`config.mk`:
```
export PLATFORM = sky130hd
export DESIGN_NAME = pipe_hazard_ctrl
export DESIGN_NICKNAME = d
export VERILOG_FILES = /design/src/rtl/pipe_hazard_ctrl.sv
export SDC_FILE = /design/constraint.sdc
export NUM_CORES = 1
export LEC_CHECK = 0
export CORE_AREA = 2 2 77 79
export CTS_CLUSTER_DIAMETER = 50
export DETAILED_ROUTE_END_ITERATION = 7
export DIE_AREA = 0 0 79 81
export GPL_TIMING_DRIVEN = 0
export PLACE_DENSITY = 0.74
export SLEW_MARGIN = 5
export SYNTH_ARGS = -nofsm -noshare
export SYNTH_HDL_FRONTEND = slang
export SYNTH_SLANG_ARGS = --single-unit
```
`constraint.sdc`:
```
create_clock -name clk -period 3 [get_ports clk]
set_clock_uncertainty 0.2 [all_clocks]
set_input_delay 0.6 -clock clk [delete_from_list [all_inputs] [get_ports clk]]
set_output_delay 0.6 -clock clk [all_outputs]
set_load 0.1 [all_outputs]
```
`src/rtl/pipe_hazard_ctrl.sv`:
```
// Pipeline hazard controller: D-cache miss freeze, load-use bubble, mispredict kill.
// Latency: control outputs are combinational from inputs and state; the counters update on the next edge.
// Backpressure: a D-cache miss freezes the whole pipe until the refill pulse; a kill raised during the freeze is replayed on the release cycle.
module pipe_hazard_ctrl #(
    parameter int ADDR_WIDTH = 5
) (
    input  logic                  clk,
    input  logic                  rst_n,
    input  logic [ADDR_WIDTH-1:0] ID_Rs1_Addr,
    input  logic [ADDR_WIDTH-1:0] ID_Rs2_Addr,
    input  logic                  EX_Mem_r,
    input  logic [ADDR_WIDTH-1:0] EX_Rd_Addr,
    input  logic                  EX_Mispredict,
    input  logic                  DC_Req,
    input  logic                  DC_Hit,
    input  logic                  DC_Refill_Done,
    output logic                  PC_Write,
    output logic                  IF_ID_Write,
    output logic                  IF_ID_Flush,
    output logic                  ID_EX_Flush,
    output logic                  ID_EX_Stall,
    output logic                  EX_MEM_Stall,
    output logic [31:0]           Stall_Cycles,
    output logic [15:0]           Miss_Count
);

    typedef enum logic {RUN, MISS} state_t;

    state_t      state;
    logic        flush_pend;
    logic [31:0] stall_cycles_q;
    logic [15:0] miss_count_q;

    logic miss_start;
    logic d_stall;
    logic load_use;
    logic kill;

    assign miss_start = (state == RUN) && DC_Req && !DC_Hit;
    assign d_stall    = miss_start || ((state == MISS) && !DC_Refill_Done);
    assign load_use   = EX_Mem_r && (EX_Rd_Addr != '0) &&
                        ((EX_Rd_Addr == ID_Rs1_Addr) || (EX_Rd_Addr == ID_Rs2_Addr));
    // A pending flush fires only once the freeze lifts, merging with a still-high mispredict.
    assign kill       = (EX_Mispredict || flush_pend) && !d_stall;

    always_comb begin
        PC_Write     = 1'b1;
        IF_ID_Write  = 1'b1;
        IF_ID_Flush  = 1'b0;
        ID_EX_Flush  = 1'b0;
        ID_EX_Stall  = 1'b0;
        EX_MEM_Stall = 1'b0;
        if (d_stall) begin
            PC_Write     = 1'b0;
            IF_ID_Write  = 1'b0;
            ID_EX_Stall  = 1'b1;
            EX_MEM_Stall = 1'b1;
        end else if (kill) begin
            IF_ID_Flush  = 1'b1;
            ID_EX_Flush  = 1'b1;
        end else if (load_use) begin
            PC_Write     = 1'b0;
            IF_ID_Write  = 1'b0;
            ID_EX_Flush  = 1'b1;
        end
    end

    always_ff @(posedge clk or negedge rst_n) begin
        if (!rst_n) begin
            state          <= RUN;
            flush_pend     <= 1'b0;
            stall_cycles_q <= '0;
            miss_count_q   <= '0;
        end else begin
            case (state)
                RUN:     if (miss_start) state <= MISS;
                MISS:    if (DC_Refill_Done) state <= RUN;
                default: state <= RUN;
            endcase

            if (d_stall && EX_Mispredict)
                flush_pend <= 1'b1;
            else if (!d_stall)
                flush_pend <= 1'b0;

            if ((d_stall || (load_use && !kill)) && (stall_cycles_q != 32'hFFFF_FFFF))
                stall_cycles_q <= stall_cycles_q + 32'd1;

            if (miss_start && (miss_count_q != 16'hFFFF))
                miss_count_q <= miss_count_q + 16'd1;
        end
    end

    assign Stall_Cycles = stall_cycles_q;
    assign Miss_Count   = miss_count_q;

endmodule

```
## Yosys cells after proc, flatten, opt, wreduce, memory -nomap -nowiden

Index checks and enable logic that the tools add are counted.

- Register bits: 50
- Input bits: 22

- Add/sub/neg operators: 2
- Equal/unequal tests: 5
- Muxes and demuxes: 14
- Bitwise operators: 1
- Reductions and logical operators: 19

Operators with widths:

| operator | count |
|---|---|
| $add 32x1->32 const B | 1 |
| $ne 32x32->1 const B | 1 |
| $add 16x1->16 const B | 1 |
| $ne 16x16->1 const B | 1 |
| $mux 1 | 13 |
| $eq 5x5->1 | 2 |
| $logic_and 1x1->1 | 10 |
| $reduce_bool 5->1 | 1 |
| $logic_not 1->1 | 4 |
| $logic_or 1x1->1 | 4 |
| $ne 2x1->1 const B | 1 |
| $pmux 1 s2 | 1 |
| $not 1->1 | 1 |

## Depth between registers and ports, before layout

Gate-level depths: netlist (run 1).

- Depth after elaboration: 10
- Mapped depth: 9
- Gate-level depth less buffers: 7

## Worst setup path before layout (run 1)

No wires, ideal clock.

- Kind: input port to output port
- Start point: input port DC_Req
- End point: output port ID_EX_Flush
- Data arrival time: 3.077 ns
- Required time: 2.200 ns
- Slack: -0.877 ns
- Stages: 4
- Buffers on the path: 0
- Path through: nor3b_1 -> a21oi_1 -> inv_1 -> a21oi_1

- Cells in the longest elaborated chain, start to end: 7

RTL lines:

| element | line | text |
|---|---|---|
| from (decl) | 14 | `input logic DC_Req,` |
| $logic_and 1x1->1 * (2 in a row) | 39 | `assign miss_start = (state == RUN) && DC_Req && !DC_Hit;` |
| $logic_or 1x1->1 * | 40 | `assign d_stall = miss_start \|\| ((state == MISS) && !DC_Refill_Done);` |
| $logic_not 1->1 | n/a |  |
| $logic_and 1x1->1 | 44 | `assign kill = (EX_Mispredict \|\| flush_pend) && !d_stall;` |
| $mux 1 | 58 | `end else if (kill) begin` |
| $mux 1 * | 53 | `if (d_stall) begin` |
| to (decl) | 20 | `output logic ID_EX_Flush,` |

Mark *: on every way between the ends. The rest lies on a longest branch, timed or not.

## Worst setup path in the final report (run 1)

- Start point: input port EX_Rd_Addr[1]
- End point: output port PC_Write

- Cells in the longest elaborated chain, start to end: 6

RTL lines:

| element | line | text |
|---|---|---|
| from (decl) | 12 | `input logic [ADDR_WIDTH-1:0] EX_Rd_Addr,` |
| $eq 5x5->1 or $reduce_bool 5->1 (tied branches) | 42, 41 |  |
| $logic_or 1x1->1 or $logic_and 1x1->1 (tied branches) | 42, 41 |  |
| $logic_and 1x1->1 * | 41 | `assign load_use = EX_Mem_r && (EX_Rd_Addr != '0) &&` |
| $mux 1 * | 61 | `end else if (load_use) begin` |
| $mux 1 * | 58 |  |
| $mux 1 * | 53 |  |
| to (decl) | 17 | `output logic PC_Write,` |

Marks and branches as above.

==> results of run 1 <==
## cells in the final DEF, fill, tap and decap left out, types with 2 or more instances in the layout
cell and instances:
nor2_1 12, buf_4 7, xor2_1 14, inv_1 7
nand4_1 17, buf_12 3, clkdlybuf4s50_1 63, and3_1 13
buf_2 6, nor3_2 3, nor3_1 3, nor2_4 2
dfrtp_1 50, nand4b_1 2, and4_1 5, nand2_1 15
clkbuf_8 5, clkinv_2 2, ha_1 2, nand3_1 27
and2_1 2, xnor2_1 41, dlygate4sd2_1 5
## cell usage after synthesis (2+ instances only)
cell type,number
dfrtp_1,50
xnor2_1,41
nand3_1,27
nand4_1,17
nand2_1,16
nor2_1,14
xor2_1,14
and3_1,13
inv_1,8
buf_2,6
and4_1,5
nor3_1,5
a21oi_1,3
and2_1,2
buf_4,2
ha_1,2
nand4b_1,2
## power groups by stage
stage | logic, mW | clock network (mW) | registers, mW
finish | 1.02 | 0.465 | 0.850
global route | 1.07 | 0.508 | 0.868
CTS | 1.02 | 0.478 | 0.847
detailed placement | 1.01 | 0 | 0.860
global placement | 0.998 | 0 | 0.857
floorplan | 0.261 | 0 | 1.34
## repair_timing
item | in CTS | in global routing
endpoints found under the setup margin | 6 | 6
gates resized for setup | 45 | 11
setup buffers | 2 | 1
pin swaps | 1 | 2
hold buffers | 1 | 0
hold endpoints to repair | 11 | 0
## per-layer routing
layer  vias to the layer above  part of all wire [%]  track usage, %
met4                         0                   1.2            7.24
met5                         -                     0               0
met2                        60                    49            31.1
met3                         5                   5.5            4.11
met1                      1033                    44            23.7
li1                       1023                     -               -
## worst paths after layout
check,endpoint,slack [ns],from,depth (start not counted)
min reg2reg,Miss_Count[15],0.30,Miss_Count[15],1
min,Miss_Count[15],0.30,Miss_Count[15],1
min in group asynchronous,Miss_Count[15],0.51,rst_n,2
max reg2reg,Stall_Cycles[1],0.71,Stall_Cycles[0],6
max,PC_Write,0.01,EX_Rd_Addr[1],8
max in group asynchronous,Stall_Cycles[21],1.59,rst_n,3
## cells by family after synthesis
family	share of synthesized area [%]
mux	1.03
simple gates	25.0
flops	48.8
xor+xnor	18.8
fa+ha+maj	0.976
compound gates	2.25
buf+inv	3.08
## sequential cells by signal (all words and copies together) (netlist names)
name	count
flush_pend	1
Miss_Count	16
state	1
Stall_Cycles	32
## worst max-delay path, stage by stage
cell and delay, ns:
dlygate4sd2_1 0.27, or4_1 0.52, o21a_1 0.23, nand2_2 0.09, o21ai_4 0.08, clkinvlp_4 0.13
buf_12 0.10, buf_12 0.16
## area by class of cell
| type | count | area, sq um | area share [%] |
|---|---|---|---|
| multi-input cells | 178 | 1290 | 35.5 |
| clock buffers | 5 | 68.8 | 1.89 |
| plain buffers | 8 | 56.3 | 1.55 |
| clock inverters | 3 | 40.0 | 1.10 |
| well taps | 75 | 93.8 | 2.58 |
| inverters | 8 | 33.8 | 0.929 |
| repair buffers | 80 | 801 | 22.0 |
| flip-flops and latches | 50 | 1250 | 34.4 |
## metrics by stage
stage	total power, mW	cell area [sq um]
2_1_floorplan	1.60	2610
3_3_place_gp	1.85	3450
3_5_place_dp	1.87	3470
4_1_cts	2.35	3600
5_1_grt	2.44	3640
6_report	2.34	3640
==> impl_metrics.csv, run 1 <==
group,metric,value,unit
status,status,"finished, final reports clean",
floorplanning,core,5680,sq um
detailed_routing,vias_per_cell,5.21,
detailed_routing,wl_per_cell,14.3,um
floorplanning,start_util,45.1,%
grt,grt_overflow,0,
layout,drive_above_1_share,13.3,%
pwr,p_per_area,643,nW/um^2
grt,grt_max_degree,40,
synth,synth_cells,245,
setup_path,critPathKind,"primary input to output pin",
sta,min_period,2.99,ns
setup_path,worstPathRequired,2.20,ns
detailed_routing,dr_total_vias,2121,
grt,grt_pass1_wl,9320,um
sta,setup_slack,0.0109,ns
layout,final_cells,407,
detailed_routing,drt_iter0_drc,112,
floorplanning,dieArea,6400,sq um
clock_tree,cts-buffers-inserted,5,
sta,relSlewSlack,33.5,%
setup_path,critPathLaunchType,"primary input",
detailed_routing,drc,0,
sta,setup-tns-final,0,ns
pwr,ir_drop,0.777,mV
sta,timing.final.crit_share,99.6,%
job,drv_cap,0,
synth,syn_avg_cell_area,10.5,sq um
detailed_routing,ant_nets,0,
synth,synth_area,2560,sq um
setup_path,cp_max_fo,3,
sta,slew_violations,0,
layout,syn_to_final_growth,41.9,%
pwr,leakagePower,1.54,nW
detailed_routing,drt-total-wl,5840,um
pwr,p_clk_share,19.9,%
synth,yosysTopAreaCell,"dfrtp_1",
layout,fin_util,64.1,%
detailed_routing,firstDrtPassIters,4,
clock_tree,cts.sinks,50,
pwr,p_comb_share,43.8,%
grt,antenna_found_initial,0,
grt,first_global_vias,2091,
layout,antennaDiodeCount,0,
clock_tree,cts_tree,"done",
setup_path,end_kind,"output pin",
pwr,power.internal,1.26,mW
sta,hold_viol_final,0,
synth,ys_seq_elements,50,
place,hpwlAfterDp,4220,um
synth,synthArstFlopShare,100,%
floorplanning,die_w,79,um
place,placed_cells,396,
place,place_ws,-1.25,ns
clock_tree,clkLatencyLatePin,0.30,ns
pwr,seq_power_share,36.3,%
sta,setup_viol,0,
grt,grtUsageTotal,18.6,%
synth,ys_types,35,
floorplanning,ios,76,
synth,yosys_warnings,0,
floorplanning,num_rows,28,
setup_path,worstPathArrival,2.19,ns
synth,ys_seq_area_share,48.8,%
synth,synth-edff-count,0,
min_path,hp-class,"register to register",
clock_tree,root_buffer,"clkbuf_8",
sta,worst_hold_slack,0.303,ns
synth,synth_area_leaders,"dfrtp_1, xnor2_1, nand3_1",
layout,n_fill_cell,494,
synth,synth_top_area_share,48.8,%
synth,synth_nets,269,
clock_tree,h-tree-depth,2,
floorplanning,die_height,81,um
sta,tightest_slew,0.995,ns
sta,max_freq,335,MHz
clock_tree,cts.path.max_buffers,2,
pwr,power.net_switching,1.08,mW
clock_tree,clk_pin_slew,0.09,ns
pwr,p_sw_share,46.1,%
layout,nNetsFinal,355,
place,gp_congestion,0.771,
place,port_buffers,75,
sta,rsz0062_at_grt,"yes",
synth,synth_flop_cell,"dfrtp_1",
Note: power is estimated with default switching activity, not from simulation.
==> run 2: changes to the inputs <==
- ABC_AREA: default -> 1
- CORE_AREA: 2 2 77 79 -> 2 2 84 86
- DIE_AREA: 0 0 79 81 -> 0 0 86 88
- PLACE_DENSITY: 0.74 -> 0.76
==> run 2 against run 1 <==
  * Final cell count is 57% higher
  * Largest power group unchanged
  * Critical path type unchanged
  * Highest routed layer unchanged
  * Cell area up 20%
  * Flip-flop and latch count unchanged
  * Critical endpoint is now ID_EX_Stall
  * Non-clock buffer count rose by 2
==> impl_metrics.csv, run 2 <==
group,metric,value,unit
place,place_ws,-1.13,ns
grt,busiest_layer,"met2",
synth,synth_most_common_cell,"nand2_1",
floorplanning,ios,76,
pwr,p_comb_share,42.9,%
grt,grt_max_degree,36,
place,gp_congestion,0.904,
detailed_routing,drt-total-wl,8170,um
sta,min_period,2.90,ns
sta,timing.final.crit_share,96.6,%
synth,synth_area_leaders,"dfrtp_1, nand2_1, inv_1",
pwr,p_sw_share,47.0,%
clock_tree,cts-buffers-inserted,5,
synth,ys_types,26,
clock_tree,cts.sinks,50,
sta,relSlewSlack,33.0,%
sta,setup_slack,0.103,ns
layout,largest_reg_flops,32,
clock_tree,clkLatencyLatePin,0.31,ns
pwr,power.net_switching,1.01,mW
synth,ys_seq_elements,50,
layout,antennaDiodeCount,0,
floorplanning,die_height,88,um
layout,nNetsFinal,583,
synth,synth_flop_cell,"dfrtp_1",
detailed_routing,drc,0,
synth,ys_seq_area_share,37.5,%
layout,layout_commonest_cell,"nand2_1",
sta,max_freq,345,MHz
grt,first_global_vias,3157,
job,drv_cap,0,
sta,hold_viol_final,0,
synth,syn_avg_cell_area,7.05,sq um
synth,synth_cells,474,
pwr,ir_drop,0.709,mV
setup_path,critPathKind,"primary input to output pin",
setup_path,cp_max_fo,5,
min_path,hp-class,"register to register",
pwr,power.internal,1.14,mW
clock_tree,cts_tree,"done",
grt,grt_pass1_wl,14200,um
clock_tree,cts.path.max_buffers,2,
detailed_routing,drt_iter0_drc,153,
setup_path,slowest_delay,0.52,ns
grt,grt_overflow,0,
synth,synthArstFlopShare,100,%
synth,yosysTopAreaCell,"dfrtp_1",
floorplanning,num_rows,30,
synth,yosys_warnings,0,
pwr,p_per_area,490,nW/um^2
setup_path,critPathLaunchType,"primary input",
setup_path,worstPathRequired,2.20,ns
place,hpwlAfterDp,6300,um
place,port_buffers,75,
grt,grtUsageTotal,23.1,%
synth,synth_top_area_share,37.5,%
floorplanning,dieArea,7570,sq um
detailed_routing,ant_nets,0,
sta,rsz0062_at_grt,"no",
detailed_routing,dr_total_vias,3195,
pwr,leakagePower,2.15,nW
pwr,finalPower,2.15,mW
clock_tree,root_buffer,"clkbuf_8",
setup_path,crit_chain,"clkdlybuf4s50_1 > inv_1 > nor3_2 > inv_2 > o21ai_4 > buf_4 > clkdlybuf4s18_2",
pwr,seq_power_share,38.3,%
grt,grtUsageMet1,28.3,%
sta,setup_viol,0,
grt,met2_usage,41.3,%
detailed_routing,wl_per_cell,12.8,um
synth,synth-edff-count,0,
setup_path,cpMaxStageDelayCell,"clkdlybuf4s18_2",
status,status,"finished, final reports clean",
synth,yosys-top-cells-count,"nand2_1, inv_1, nor2_1",
detailed_routing,firstDrtPassIters,4,
sta,slew_violations,0,
clock_tree,clk_pin_slew,0.09,ns
floorplanning,start_util,50.3,%
grt,use_met3,4.62,%
synth,synth_nets,498,
clock_tree,h-tree-depth,2,
floorplanning,core,6640,sq um
layout,mostFrequentLayoutCells,"nand2_1, inv_1, clkdlybuf4s50_1, nor2_1, dfrtp_1",
layout,drive_above_1_share,10.9,%
detailed_routing,vias_per_cell,4.99,
floorplanning,die_w,86,um
grt,antenna_found_initial,0,
layout,syn_to_final_growth,31.1,%
setup_path,end_kind,"output pin",
pwr,p_clk_share,18.8,%
setup_path,worstPathArrival,2.10,ns
synth,synth_area,3340,sq um
sta,tightest_slew,1.00,ns
[run 2: changes by cell type in the layout (fill, tap and decap cells not counted), moves of 7 or more]
cell,previous run,this run
nand2_1,15,169
inv_1,7,56
nor2_1,12,52
xnor2_1,41,11
nand3_1,27,42
nand3_2,0,14
and3_1,13,1
nand4_1,17,8
nor3_1,3,11
clkdlybuf4s50_1,63,56
dlymetal6s2s_1,0,7
[run 2: path summary, 6_finish.rpt]
check / start / end / slack, ns / cells past startpoint
max: DC_Req / ID_EX_Stall / 0.10 / 7
min: Miss_Count[14] / Miss_Count[14] / 0.32 / 1
max reg2reg: Stall_Cycles[0] / Stall_Cycles[22] / 0.85 / 10
min reg2reg: Miss_Count[14] / Miss_Count[14] / 0.32 / 1
max in group asynchronous: rst_n / Stall_Cycles[14] / 1.55 / 3
min in group asynchronous: rst_n / Stall_Cycles[30] / 0.53 / 2
[run 2: area by class of cell]
class | count | area [sq um]
Clock inverter | 3 | 21.3
Fill cell | 609 | 2260
Multi-Input combinational cell | 351 | 1770
Timing Repair Buffer | 80 | 830
Clock buffer | 5 | 68.8
Tap cell | 80 | 100
Sequential cell | 50 | 1250
Buffer | 10 | 108
Inverter | 61 | 234
[run 2: metrics by stage]
stage / cell area (sq um) / hold slack, ns / instances / TNS, ns / utilization, %
after floorplan: 3370 / 0.104 / 474 / -0.871 / -
after global placement: 4220 / 0.302 / 629 / -19.64 / 63.5
after detailed placement: 4230 / 0.306 / 630 / -4.37 / 63.7
after CTS: 4360 / 0.326 / 640 / -0.0328 / 65.6
after global routing: 4380 / 0.337 / 640 / 0 / 65.9
final: 4380 / 0.324 / 640 / 0 / 65.9
[run 2: cell families (layout without fill, tap and decap cells)]
kind of cell / count (synthesis) / count (layout) / share of synthesized area (%)
AOI/OAI and AO/OA: 5 / 5 / 0.861
buffers and inverters: 73 / 159 / 10.4
xor gates and xnor gates: 30 / 30 / 7.87
adders and majority gates: 2 / 2 / 0.749
and+or+nand+nor: 314 / 314 / 42.7
DFF: 50 / 50 / 37.5
[run 2: critical path, delay by kind of cell]
kind	cells	cell delay [ns]
AND/OR/NAND/NOR	1	0.15
buffers and inverters	5	1.26
AO/OA/AOI/OAI	1	0.09
[run 2: routing by layer]
metal	routed length, um	share of wire (%)	up-vias
met2	4060	50	71
met4	127	1.6	0
met3	357	4.4	10
met5	0	0	-
li1	-	-	1637
met1	3620	44	1477
[run 2: what timing repair did]
item,in CTS,in global routing
resized for setup,40,12
hold endpoints to repair,6,0
pin swaps,3,6
hold buffers,1,0
endpoints found under the setup margin,6,3
setup buffers,2,1
[run 2: power groups by stage]
stage	Combinational (mW)	Sequential, mW	Clock [mW]
after floorplan	0.277	1.23	0
after global placement	0.908	0.832	0
after detailed placement	0.915	0.833	0
after CTS	0.929	0.823	0.411
after global routing	0.964	0.833	0.436
final	0.920	0.822	0.403
==> run 3: changes to the inputs <==
- ABC_CLOCK_PERIOD_IN_PS: default -> 2800
- clock period: 3 -> 2.8 ns (I/O delays scaled with it)
==> run 3 against run 2 <==
  * Sequential power is 7.2% higher
  * Largest power group unchanged
  * Clock power is 6.5% higher
  * Die area stayed put
  * Via count hardly changed
  * Critical path depth is 6 lower
  * Power is 6.9% higher
  * Combinational power is 7.0% higher
  * Setup slack worse by 0.056 ns
==> impl_metrics.csv, run 3 (synthesis results as in run 2) <==
group,metric,value,unit
setup_path,critPathLaunchType,"register",
min_path,holdPathStages,1,
clock_tree,cts_tree,"done",
sta,min_period,2.75,ns
setup_path,slowest_delay,1.19,ns
pwr,p_per_area,526,nW/um^2
clock_tree,cts-buffers-inserted,5,
sta,setup_viol,0,
clock_tree,clkLatencyLatePin,0.30,ns
setup_path,worstPathRequired,2.04,ns
detailed_routing,vias_per_cell,4.98,
sta,relSlewSlack,33.0,%
setup_path,critPathLaunch,"Stall_Cycles[16]",
pwr,ir_drop,0.759,mV
grt,grtUsageTotal,23.1,%
floorplanning,dieArea,7570,sq um
layout,final_cells,642,
setup_path,crit_chain,"clkdlybuf4s50_1",
pwr,seq_power_share,38.4,%
sta,slew_violations,0,
layout,antennaDiodeCount,0,
setup_path,reg2reg_depth,10,
place,hpwlAfterDp,6300,um
sta,rsz0062_at_grt,"no",
floorplanning,ios,76,
layout,nNetsFinal,585,
detailed_routing,firstDrtPassIters,4,
min_path,hp-start,"Miss_Count[14]",
setup_path,worstReg2RegStart,"Stall_Cycles[1]",
floorplanning,core,6640,sq um
clock_tree,root_buffer,"clkbuf_8",
place,port_buffers,75,
pwr,p_sw_share,47.0,%
detailed_routing,wl_per_cell,12.7,um
setup_path,worstPathArrival,1.99,ns
sta,tightest_slew,1.00,ns
pwr,power.net_switching,1.08,mW
sta,timing.final.crit_share,98.3,%
layout,largest_reg_flops,32,
setup_path,cp_top_family,"buffers and inverters",
status,status,"finished, final reports clean",
detailed_routing,drt-total-wl,8180,um
floorplanning,die_height,88,um
floorplanning,num_rows,30,
place,placed_cells,630,
layout,n_fill_cell,617,
pwr,leakagePower,2.13,nW
min_path,hp-class,"register to register",
setup_path,end_kind,"output pin",
layout,drive_above_1_share,11.4,%
layout,syn_to_final_growth,30.6,%
detailed_routing,dr_total_vias,3197,
setup_path,cp.depth,1,
detailed_routing,drt_iter0_drc,137,
sta,hold_viol_final,0,
grt,antenna_found_initial,0,
pwr,p_comb_share,42.9,%
setup_path,cpMaxStageDelayCell,"clkdlybuf4s50_1",
sta,max_freq,363,MHz
layout,mostFrequentLayoutCells,"nand2_1, inv_1, nor2_1, clkdlybuf4s50_1, dfrtp_1",
grt,grt_pass1_wl,14200,um
layout,fin_util,65.7,%
pwr,p_clk_share,18.7,%
clock_tree,cts.path.max_buffers,2,
detailed_routing,drc,0,
job,drv_cap,0,
layout,multi_input_area,1770,sq um
detailed_routing,ant_nets,0,
pwr,power.internal,1.22,mW
layout,layout_commonest_cell,"nand2_1",
grt,first_global_vias,3167,
floorplanning,die_w,86,um
place,gp_congestion,0.904,
setup_path,critPathKind,"register to output pin",
floorplanning,start_util,50.3,%
clock_tree,clk_pin_slew,0.10,ns
clock_tree,cts.sinks,50,
setup_path,rrSetupSlack,0.65,ns
setup_path,path_buf_inv,1,
layout,ff_latch_area,1250,sq um
clock_tree,h-tree-depth,2,
grt,grt_overflow,0,
setup_path,cp_max_fo,7,
grt,grt_max_degree,36,
[run 3: cell count changes in the layout (fill, tap and decap cells not counted), sizes merged]
cell,previous run,this run
dlygate4sd2,5,10
clkdlybuf4s50,56,52
clkdlybuf4s18,1,0
buf,17,21
dlymetal6s2s,7,3
clkbuf,6,7
clkdlybuf4s15,2,3
[run 3: what timing repair did]
item / CTS / global route
buffers inserted: 4 / 1
resized for setup: 51 / 11
endpoints found under the hold margin: 15 / 0
endpoints found under the setup margin: 6 / 4
hold buffers: 1 / 0
pin swaps: 5 / 7
[run 3: final cells by class]
cell class / count / share of cell area [%]
clock buffer: 5 / 1.58
buffer: 10 / 2.47
inverter: 61 / 5.36
timing repair buffer: 82 / 18.6
clock inverter: 3 / 0.488
tap: 80 / 2.29
sequential: 50 / 28.7
multi-input combinational: 351 / 40.5
[run 3: per-layer routing]
layer / share of wire (%) / wire length (um) / vias to the layer above / track usage (%)
met1: 44 / 3620 / 1482 / 28.3
met2: 50 / 4090 / 65 / 41.4
li1: - / - / 1640 / -
met5: 0 / 0 / - / 0
met3: 4.2 / 340 / 10 / 4.62
met4: 1.6 / 127 / 0 / 6.49
[run 3: path summary, 6_finish.rpt]
path	to
hold / removal	Miss_Count[14]
min in group asynchronous	Stall_Cycles[6]
setup / recovery	Stall_Cycles[16]
setup reg to reg	Stall_Cycles[22]
hold reg to reg	Miss_Count[14]
max in group asynchronous	Miss_Count[12]
[run 3: per-stage QoR]
stage	total power, mW	hold slack (ns)	instance area (sq um)	TNS, ns	worst slack (ns)
2_1_floorplan	1.62	0.0644	3370	-1.35	-0.481
6_report	2.29	0.320	4360	0	0.0470
4_1_cts	2.32	0.326	4360	-0.0542	-0.0542
5_1_grt	2.39	0.337	4360	0	0.00305
3_3_place_gp	1.86	0.302	4220	-28.35	-1.21
3_5_place_dp	1.87	0.297	4230	-5.09	-1.25
[run 3: power by group through the flow]
| stage | clock network (mW) | logic, mW | registers, mW |
|---|---|---|---|
| after floorplan | 0 | 0.297 | 1.32 |
| after global placement | 0 | 0.973 | 0.892 |
| after detailed placement | 0 | 0.980 | 0.893 |
| after CTS | 0.440 | 0.995 | 0.882 |
| after global routing | 0.467 | 1.03 | 0.892 |
| final | 0.429 | 0.984 | 0.881 |
